`config.mk`:
```
export PLATFORM = sky130hd
export DESIGN_NAME = uncache_store_buffer
export DESIGN_NICKNAME = d
export VERILOG_FILES = /design/src/rtl/uncache_store_buffer_pkg.sv /design/src/rtl/uncache_store_buffer_sync_fifo.sv /design/src/rtl/uncache_store_buffer.sv
export SDC_FILE = /design/constraint.sdc
export NUM_CORES = 1
export LEC_CHECK = 0
export BUFFER_PORTS_ARGS = -buffer_cell sky130_fd_sc_hd__buf_2
export CAP_MARGIN = 5
export CORE_UTILIZATION = 32
export CTS_CLUSTER_DIAMETER = 100
export DETAILED_ROUTE_END_ITERATION = 8
export PLACE_DENSITY = 0.6
export SYNTH_ARGS = -nofsm -noshare
export SYNTH_HDL_FRONTEND = slang
export SYNTH_HIERARCHICAL = 1
export SYNTH_SLANG_ARGS = --single-unit
```
`constraint.sdc`:
```
create_clock -name clk -period 3.2 [get_ports clk]
set_input_delay 0.48 -clock clk [delete_from_list [all_inputs] [get_ports clk]]
set_output_delay 0.48 -clock clk [all_outputs]
set_load 0.02 [all_outputs]
```
`src/rtl/uncache_store_buffer_pkg.sv`:
```
// Shared definitions for the uncache store buffer and the bridge-side uncache port:
// FSM state encoding and the layout of one posted-write entry.
package uncache_store_buffer_pkg;

   localparam int WEN_W   = 4;
   localparam int ADDR_W  = 32;
   localparam int WDATA_W = 32;
   localparam int ENTRY_W = WEN_W + ADDR_W + WDATA_W;

   typedef enum logic [1:0] {
      IDLE    = 2'd0,
      WR_WAIT = 2'd1,
      RD_WAIT = 2'd2,
      RD_DONE = 2'd3
   } state_e;

   typedef struct packed {
      logic [WEN_W-1:0]   wen;
      logic [ADDR_W-1:0]  addr;
      logic [WDATA_W-1:0] wdata;
   } entry_t;

endpackage

```
`src/rtl/uncache_store_buffer_sync_fifo.sv`:
```
// Power-of-two synchronous FIFO with combinational head and head+1 read ports.
// Pointers wrap naturally at DEPTH; the storage array is not reset.
module sync_fifo
   import uncache_store_buffer_pkg::*;
#(
   parameter int DEPTH = 4,
   parameter int WIDTH = ENTRY_W,
   localparam int PTR_W = $clog2(DEPTH)
) (
   input  logic             clk,
   input  logic             rstn,
   input  logic             push_i,
   input  logic [WIDTH-1:0] wdata_i,
   input  logic             pop_i,
   output logic [WIDTH-1:0] head_o,
   output logic [WIDTH-1:0] next_o,
   output logic             full_o,
   output logic             empty_o,
   output logic [PTR_W:0]   count_o
);

   logic [WIDTH-1:0] mem_q [DEPTH];
   logic [PTR_W-1:0] wr_ptr_q, wr_ptr_d;
   logic [PTR_W-1:0] rd_ptr_q, rd_ptr_d;
   logic [PTR_W-1:0] rd_nxt;
   logic [PTR_W:0]   count_q, count_d;
   logic             push_ok, pop_ok;

   assign full_o  = (count_q == (PTR_W+1)'(DEPTH));
   assign empty_o = (count_q == '0);
   assign count_o = count_q;
   assign push_ok = push_i & ~full_o;
   assign pop_ok  = pop_i & ~empty_o;
   assign rd_nxt  = rd_ptr_q + 1'b1;
   assign head_o  = mem_q[rd_ptr_q];
   assign next_o  = mem_q[rd_nxt];

   always_ff @(posedge clk) begin
      if (push_ok) mem_q[wr_ptr_q] <= wdata_i;
   end

   always_comb begin
      wr_ptr_d = wr_ptr_q;
      rd_ptr_d = rd_ptr_q;
      count_d  = count_q;
      if (push_ok) wr_ptr_d = wr_ptr_q + 1'b1;
      if (pop_ok)  rd_ptr_d = rd_nxt;
      unique case ({push_ok, pop_ok})
         2'b10:   count_d = count_q + 1'b1;
         2'b01:   count_d = count_q - 1'b1;
         default: count_d = count_q;
      endcase
   end

   always_ff @(posedge clk or negedge rstn) begin
      if (!rstn) begin
         wr_ptr_q <= '0;
         rd_ptr_q <= '0;
         count_q  <= '0;
      end else begin
         wr_ptr_q <= wr_ptr_d;
         rd_ptr_q <= rd_ptr_d;
         count_q  <= count_d;
      end
   end

endmodule

```
`src/rtl/uncache_store_buffer.sv`:
```
// Posted-write buffer in front of the bridge uncache port: stores queue and drain in order,
// loads stall until every queued store has completed and then issue as a single read.
module uncache_store_buffer
   import uncache_store_buffer_pkg::*;
#(
   parameter int DEPTH = 4,
   localparam int PTR_W = $clog2(DEPTH)
) (
   input  logic        clk,
   input  logic        rstn,
   input  logic        cpu_req,
   input  logic [3:0]  cpu_wen,
   input  logic [31:0] cpu_addr,
   input  logic [31:0] cpu_wdata,
   output logic        cpu_stall,
   output logic        cpu_rvalid,
   output logic [31:0] cpu_rdata,
   output logic        uncache_en,
   output logic [3:0]  uncache_wen,
   output logic [31:0] uncache_addr,
   output logic [31:0] uncache_wdata,
   input  logic [31:0] uncache_rdata,
   input  logic        uncache_refresh
);

   state_e         state_q, state_d;
   logic           en_q, en_d;
   logic [3:0]     wen_q, wen_d;
   logic [31:0]    addr_q, addr_d;
   logic [31:0]    wdata_q, wdata_d;
   logic           rvalid_q, rvalid_d;
   logic [31:0]    rdata_q, rdata_d;

   entry_t         in_entry, head, nxt;
   logic           is_store, store_acc, load_req, pop;
   logic           fifo_full, fifo_empty;
   logic [PTR_W:0] fifo_cnt;

   assign in_entry  = {cpu_wen, cpu_addr, cpu_wdata};
   assign is_store  = |cpu_wen;
   assign store_acc = cpu_req & is_store & ~fifo_full;
   assign load_req  = cpu_req & ~is_store;
   assign pop       = (state_q == WR_WAIT) & uncache_refresh;

   // A full FIFO stalls stores even when a pop lands on the same edge, keeping stall off refresh.
   assign cpu_stall = cpu_req & (is_store ? fifo_full : (state_q != RD_DONE));

   sync_fifo #(
      .DEPTH (DEPTH),
      .WIDTH (ENTRY_W)
   ) u_fifo (
      .clk     (clk),
      .rstn    (rstn),
      .push_i  (store_acc),
      .wdata_i (in_entry),
      .pop_i   (pop),
      .head_o  (head),
      .next_o  (nxt),
      .full_o  (fifo_full),
      .empty_o (fifo_empty),
      .count_o (fifo_cnt)
   );

   always_comb begin
      state_d  = state_q;
      en_d     = en_q;
      wen_d    = wen_q;
      addr_d   = addr_q;
      wdata_d  = wdata_q;
      rvalid_d = 1'b0;
      rdata_d  = rdata_q;
      unique case (state_q)
         IDLE: begin
            if (!fifo_empty) begin
               {wen_d, addr_d, wdata_d} = head;
               en_d    = 1'b1;
               state_d = WR_WAIT;
            end else if (store_acc) begin
               // Empty FIFO: present the incoming store directly; it is still pushed and popped later.
               {wen_d, addr_d, wdata_d} = in_entry;
               en_d    = 1'b1;
               state_d = WR_WAIT;
            end else if (load_req) begin
               en_d    = 1'b1;
               wen_d   = 4'b0000;
               addr_d  = cpu_addr;
               state_d = RD_WAIT;
            end
         end
         WR_WAIT: begin
            if (uncache_refresh) begin
               if (fifo_cnt > (PTR_W+1)'(1)) begin
                  {wen_d, addr_d, wdata_d} = nxt;
               end else begin
                  en_d    = 1'b0;
                  state_d = IDLE;
               end
            end
         end
         RD_WAIT: begin
            if (uncache_refresh) begin
               rdata_d  = uncache_rdata;
               rvalid_d = 1'b1;
               en_d     = 1'b0;
               state_d  = RD_DONE;
            end
         end
         RD_DONE: state_d = IDLE;
         default: state_d = IDLE;
      endcase
   end

   always_ff @(posedge clk or negedge rstn) begin
      if (!rstn) begin
         state_q  <= IDLE;
         en_q     <= 1'b0;
         wen_q    <= '0;
         addr_q   <= '0;
         wdata_q  <= '0;
         rvalid_q <= 1'b0;
         rdata_q  <= '0;
      end else begin
         state_q  <= state_d;
         en_q     <= en_d;
         wen_q    <= wen_d;
         addr_q   <= addr_d;
         wdata_q  <= wdata_d;
         rvalid_q <= rvalid_d;
         rdata_q  <= rdata_d;
      end
   end

   assign uncache_en    = en_q;
   assign uncache_wen   = wen_q;
   assign uncache_addr  = addr_q;
   assign uncache_wdata = wdata_q;
   assign cpu_rvalid    = rvalid_q;
   assign cpu_rdata     = rdata_q;

endmodule

```
; Word-level counts from Yosys, hierarchy flattened
; Memories as Yosys holds them, arrays and structs flattened.
; Cells that the tools add are included.
[op_classes]
addsub = 4
magnitude_cmp = 1
eq_ne = 13
mux = 37
bitwise_logic = 10
n_reduce_logical = 11
[ops]
columns = cell, count
row1 = 2-to-1 mux 32 bit, 9
row2 = one-hot mux 32 bit (2 select lines), 2
row3 = 2-to-1 mux 4 bit, 5
row4 = 2-to-1 mux 2 bit, 6
row5 = AND reduction 4 bit, 3
row6 = 2-to-1 mux 1 bit, 11
row7 = "inequality test 2 bit, second input constant", 4
row8 = one-hot mux 2 bit (4 select lines), 1
row9 = one-hot mux 4 bit (2 select lines), 1
row10 = AND 1 bit, 7
row11 = "equality test 2 bit, second input constant", 3
row12 = one-hot mux 3 bit (2 select lines), 1
row13 = AND reduction 5 bit, 1
row14 = "adder 2 x 1 -> 2 bit, second input constant", 2
row15 = "equality test 2 x 1 -> 1 bit, second input constant", 2
row16 = "inequality test 4 x 3 -> 1 bit, second input constant", 1
row17 = nonzero test 2 bit, 2
row18 = OR reduction 4 bit, 1
row19 = "adder 3 x 1 -> 3 bit, second input constant", 1
row20 = "equality test 3 bit, second input constant", 1
row21 = "greater-than comparator 3 x 1 -> 1 bit, second input constant", 1
row22 = logical NOT 3 bit, 1
row23 = "inequality test 3 x 2 -> 1 bit, second input constant", 1
row24 = inverter 1 bit, 3
row25 = other kinds (6), 6
[word_totals]
reg_bits = 111
mem_bits_rw = 272
input_bits = 104
word_cells = 87
memories = 1
[memory_table]
columns = name, depth, width, read_ports, rd_ports_with_merged_regs, write_ports, line_no
row1 = u_fifo.mem_q, 4, 68, 2, 0, 1, uncache_store_buffer_sync_fifo.sv:22  ; logic [WIDTH-1:0] mem_q [DEPTH];

; Longest topological paths before layout
[depth]
depth_word = 7
ltp_mapped = 13
mapped_depth_nobuf = 11

; Modules after synthesis
; Netlist, hierarchy kept.
[modules_own_cells]
columns = module, instances, cells_each, area_per_inst_um2, seq_area_each_um2
row1 = sync_fifo, 1, 475, 11911.4, 8343.0
row2 = uncache_store_buffer, 1, 520, 5515.3, 2602.5

; Worst setup path before layout
; Ideal clock, no wire load.
[synth_timing]
path_kind = register -> register
start = register u_fifo.count_q[2] (netlist: u_fifo/count_o[2])
end = memory u_fifo/mem_q[0][0] in the netlist's numbering (enable)
arrival_time_ns = 2.865
setup_slack_ns = -0.098
stages_incl_launch_ff = 6
cell_sequence = dfrtp_1 -> nor3b_2 -> nand2b_1 -> nor2_2 -> nor2b_2 -> and2_1
[synth_via]
elab_chain_cells = 6
[synth_lines]
columns = item, line_no
row1 = "start, declared", uncache_store_buffer_sync_fifo.sv:26  ; logic [PTR_W:0] count_q, count_d;
row2 = "start signal, assigned", uncache_store_buffer_sync_fifo.sv:63  ; count_q <= count_d;
row3 = equality test 3 bit, uncache_store_buffer_sync_fifo.sv:29  ; assign full_o = (count_q == (PTR_W+1)'(DEPTH));
row4 = named net fifo_full, uncache_store_buffer.sv:36  ; logic fifo_full, fifo_empty;
row5 = inverter 1 bit, uncache_store_buffer.sv:41  ; assign store_acc = cpu_req & is_store & ~fifo_full;
row6 = AND 1 bit, uncache_store_buffer.sv:41
row7 = named net store_acc, uncache_store_buffer.sv:35  ; logic is_store, store_acc, load_req, pop;
row8 = AND 1 bit, uncache_store_buffer_sync_fifo.sv:32  ; assign push_ok = push_i & ~full_o;
row9 = 2-to-1 mux 1 bit, uncache_store_buffer_sync_fifo.sv:39  ; if (push_ok) mem_q[wr_ptr_q] <= wdata_i;
row10 = 2-to-1 mux 1 bit (implied by the code), uncache_store_buffer_sync_fifo.sv:39
row11 = "end, declared", uncache_store_buffer_sync_fifo.sv:22
; The timed path passes the listed nets, and every way through them passes these cells.

; Worst setup path after layout
[layout_timing]
start = register u_fifo.count_q[0] (netlist: u_fifo/count_o[0])
end = register u_fifo.count_q[2] (netlist: u_fifo/count_o[2])
[layout_via]
elab_chain_cells = 6
elab_cells_between_ends = 13
classes_between = add/sub (2) / eq/ne (3) / mux (1) / bitwise (5) / reduce/logical (2)
[layout_lines]
columns = item, line_no
row1 = equality test 3 bit (*), uncache_store_buffer_sync_fifo.sv:29
row2 = named net fifo_full, uncache_store_buffer.sv:36
row3 = inverter 1 bit (*), uncache_store_buffer.sv:41
row4 = AND 1 bit (*), uncache_store_buffer.sv:41
row5 = named net store_acc, uncache_store_buffer.sv:35
row6 = AND 1 bit (*), uncache_store_buffer_sync_fifo.sv:32
row7 = equality test 2 x 1 -> 1 bit or equality test 2 bit (tied branches), uncache_store_buffer_sync_fifo.sv:48  ; unique case ({push_ok, pop_ok})
row8 = one-hot mux 3 bit (2 select lines) or nonzero test 2 bit (tied branches), --
; Mark *: on every way through the listed nets, which the timed path passes. The rest lies on a longest branch.
; A chain may end at the register's enable or synchronous reset.

==> flow_summary.toml <==
[sta]
min_period_over_period_pct = 80.3
fmax_ghz = 0.389
fin_setup_tns_ps = 0
setup_viol = 0
worst_pin_slew_ps = 884
finalCriticalPeriod_ps = 2570
postLayoutSetupSlackWorst_ps = 629
hold_viol = 0
relSlewSlack_pct = 41.0
grt_setup_unrepaired = "no"
slew_violations = 0
finClkSkew_ps = 22.9

[floorplanning]
die_w_um = 235
rows = 85
start_util_pct = 32.4
design.core.area_um2 = 53800
die_area_um2 = 55400
io_pins = 207
fp.dieH_um = 235

[cts]
cts_inserted_buffers = 44
htree_levels = 2
holdBufCountCts = 0
clk_latency_ps = 570
clk_pin_slew_worst_paths_ps = 60
clockRootBuffer = "clkbuf_16"
cts_tree = "done"
post_cts_buffers = 0
post_cts_resized = 0
cts_sinks = 383
clk_path_buf_depth = 3

[synth]
synth_area_leaders = "edfxtp_1 (47%), mux4_2 (18%), dfrtp_1 (16%)"
ys.flop_type = "edfxtp_1"
synth_seq_cells = 383
synthesis.area_um2 = 17400
ys_warn_count = 6
syn_inst = 995
synth_top_cell_by_area = "edfxtp_1"
synth_top_area_share_pct = 46.9
syn_nets = 1111
synthArstFlopShare_pct = 29.0
ys_seq_area_share_pct = 62.8
syn_avg_cell_area_um2 = 17.5
synth_most_common_cell = "edfxtp_1"
synth.distinct_cells = 40
synthTopCellsByCount = "edfxtp_1 (272), mux4_2 (136), dfrtp_1 (111), nand2_1 (77)"
synth_edf_count = 272

[setup_path]
reg2reg_depth = 11
cp.required_ps = 3690
critical-path-top-delay-family = "simple AND/OR/NAND/NOR gates"
startpoint_type = "flip-flop"
endpoint_kind = "flip-flop"
cp_num_buf_inv = 2
crit_path_cell_trace = "nor3b_2, nand2b_1, nor2_2, nor2b_2, inv_1, ha_1, inv_1, fa_1, xor2_1, nor2_1, xor2_1"
cp.arrival_ps = 3060
worstSetupPathDepth = 11
worstSetupPathType = "reg -> reg"
critPathMaxStageDelay_ps = 440
cp_max_fo = 7
cp_slowest_cell = "dfrtp_1"

[power]
leakagePower_nw = 7.74
power.density_nw_per_um2 = 1070
peakVddDrop_mv = 0.433

[route]
wl_per_cell_um = 20.4
drt_iter0_drc = 677
vias_per_cell = 4.97
dr.pass1.iters = 5
route.detailed.drc = 0
final_antenna_net_count = 0
detail_route.wirelength_mm = 39.8
vias = 9673

[finish]
syn_to_final_growth_pct = 19.1
multi_input_area_um2 = 6040
fillers = 4959
regArea_um2 = 11000
num-nets-final = 1326
drive_gt1_share_pct = 41.7

[placement]
hpwl_mm = 24.6
gp_congestion = 0.740
place_ws_ps = 553
portBuffers = 206

[hold_path]
hold_class = "in -> async"

[grt]
track_usage_pct = 14.5
grt_pass1_wl_mm = 61.7
grt_start_max_net_pins = 94
grt_antenna_before_repair = 7
gr-total-overflow = 0
grt_pass1_vias = 10178

[run_status]
status = "finished, final reports clean"

[flow_run]
cap_violations = 0
[area by class of cell]
type	instances	area share, %
timing repair buffer	235	6.71
multi-input combinational	532	29.1
clock inverter	16	0.681
inverter	14	0.253
sequential	383	52.8
tap	696	4.20
antenna	3	0.0362
clock buffer	66	6.24
[power breakdown]
part | leakage [nW] | switching (mW) | total, mW | internal, mW
Combinational | 3.17 | 5.02 | 9.57 | 4.55
Sequential | 3.86 | 0.798 | 7.63 | 6.83
Clock | 0.709 | 1.98 | 4.94 | 2.96
Total | 7.74 | 7.80 | 22.1 | 14.3
[flip-flops by register name (all words and copies together) (netlist names)]
register,count
cpu_rdata,32
u_fifo/count_o,3
uncache_wdata,32
u_fifo/wr_ptr_q,2
cpu_rvalid,1
u_fifo/rd_ptr_q,2
state_q,2
uncache_addr,32
u_fifo/mem_q,272
uncache_wen,4
uncache_en,1
[metal layers]
layer  track usage (%)  vias to the layer above  wire length, um
met1              19.6                     5036            17900
met2              23.4                      193            19300
met5                 0                        -               59
met4              5.49                        8              929
li1                  -                     4371                -
met3              2.58                       65             1610
[logic make-up (layout without fill, tap and decap cells)]
group	after synthesis	in the layout	synth area share [%]
DFF	383	383	62.8
muxes	272	272	26.5
and+or+nand+nor	127	127	3.08
AOI/OAI and AO/OA	115	115	3.63
buffers and inverters	80	331	2.76
adders and majority gates	12	12	0.905
xor gates and xnor gates	6	6	0.302
other	0	3	0
[layout by cell type (no fill, tap or decap), types with 2 or more instances in the layout]
cell type	synthesis	final
inv_6	0	2
and2_4	0	4
nor2b_1	2	2
edfxtp_1	272	272
o211a_1	2	2
buf_4	16	18
mux2_4	30	30
clkinv_1	0	2
clkbuf_1	18	12
nand2_1	77	77
bufinv_16	0	2
inv_1	14	14
dfrtp_4	0	2
xor2_1	3	3
ha_1	11	10
o21ai_0	69	69
clkbuf_16	0	45
buf_2	13	205
clkinv_2	0	8
nor2_1	35	35
a21oi_1	32	32
clkbuf_8	0	9
dfrtp_1	111	109
xnor2_1	3	3
mux2i_1	69	69
o22ai_1	5	5
mux4_2	136	136
buf_12	0	11
mux2_2	36	36
diode_2	0	3
[final timing paths]
| kind | from | to | slack (ps) |
|---|---|---|---|
| max | u_fifo/count_o[0]$_DFFE_PN0P_ | u_fifo/count_o[2]$_DFFE_PN0P_ | 630 |
| min | rstn | cpu_rdata[26]$_DFFE_PN0P_ | 20 |
| max reg2reg | u_fifo/count_o[0]$_DFFE_PN0P_ | u_fifo/count_o[2]$_DFFE_PN0P_ | 630 |
| min reg2reg | uncache_addr[24]$_DFFE_PN0P_ | uncache_addr[24]$_DFFE_PN0P_ | 470 |
| max in group asynchronous | rstn | uncache_addr[17]$_DFFE_PN0P_ | 2350 |
| min in group clk | uncache_rdata[1] | cpu_rdata[1]$_DFFE_PN0P_ | 140 |
[per-stage QoR]
step / hold slack (ps) / cells / util (%) / area [um^2] / power [mW]
after floorplan: 184 / 995 / - / 17400 / 14.9
after global placement: 462 / 1860 / 35.9 / 19300 / 17.3
after detailed placement: 467 / 1860 / 35.9 / 19300 / 17.5
after CTS: 33.0 / 1942 / 38.5 / 20700 / 22.6
after global routing: 66.6 / 1945 / 38.6 / 20800 / 23.6
final: 23.3 / 1945 / 38.6 / 20800 / 22.1
Note: power is estimated with default switching activity, not from simulation.
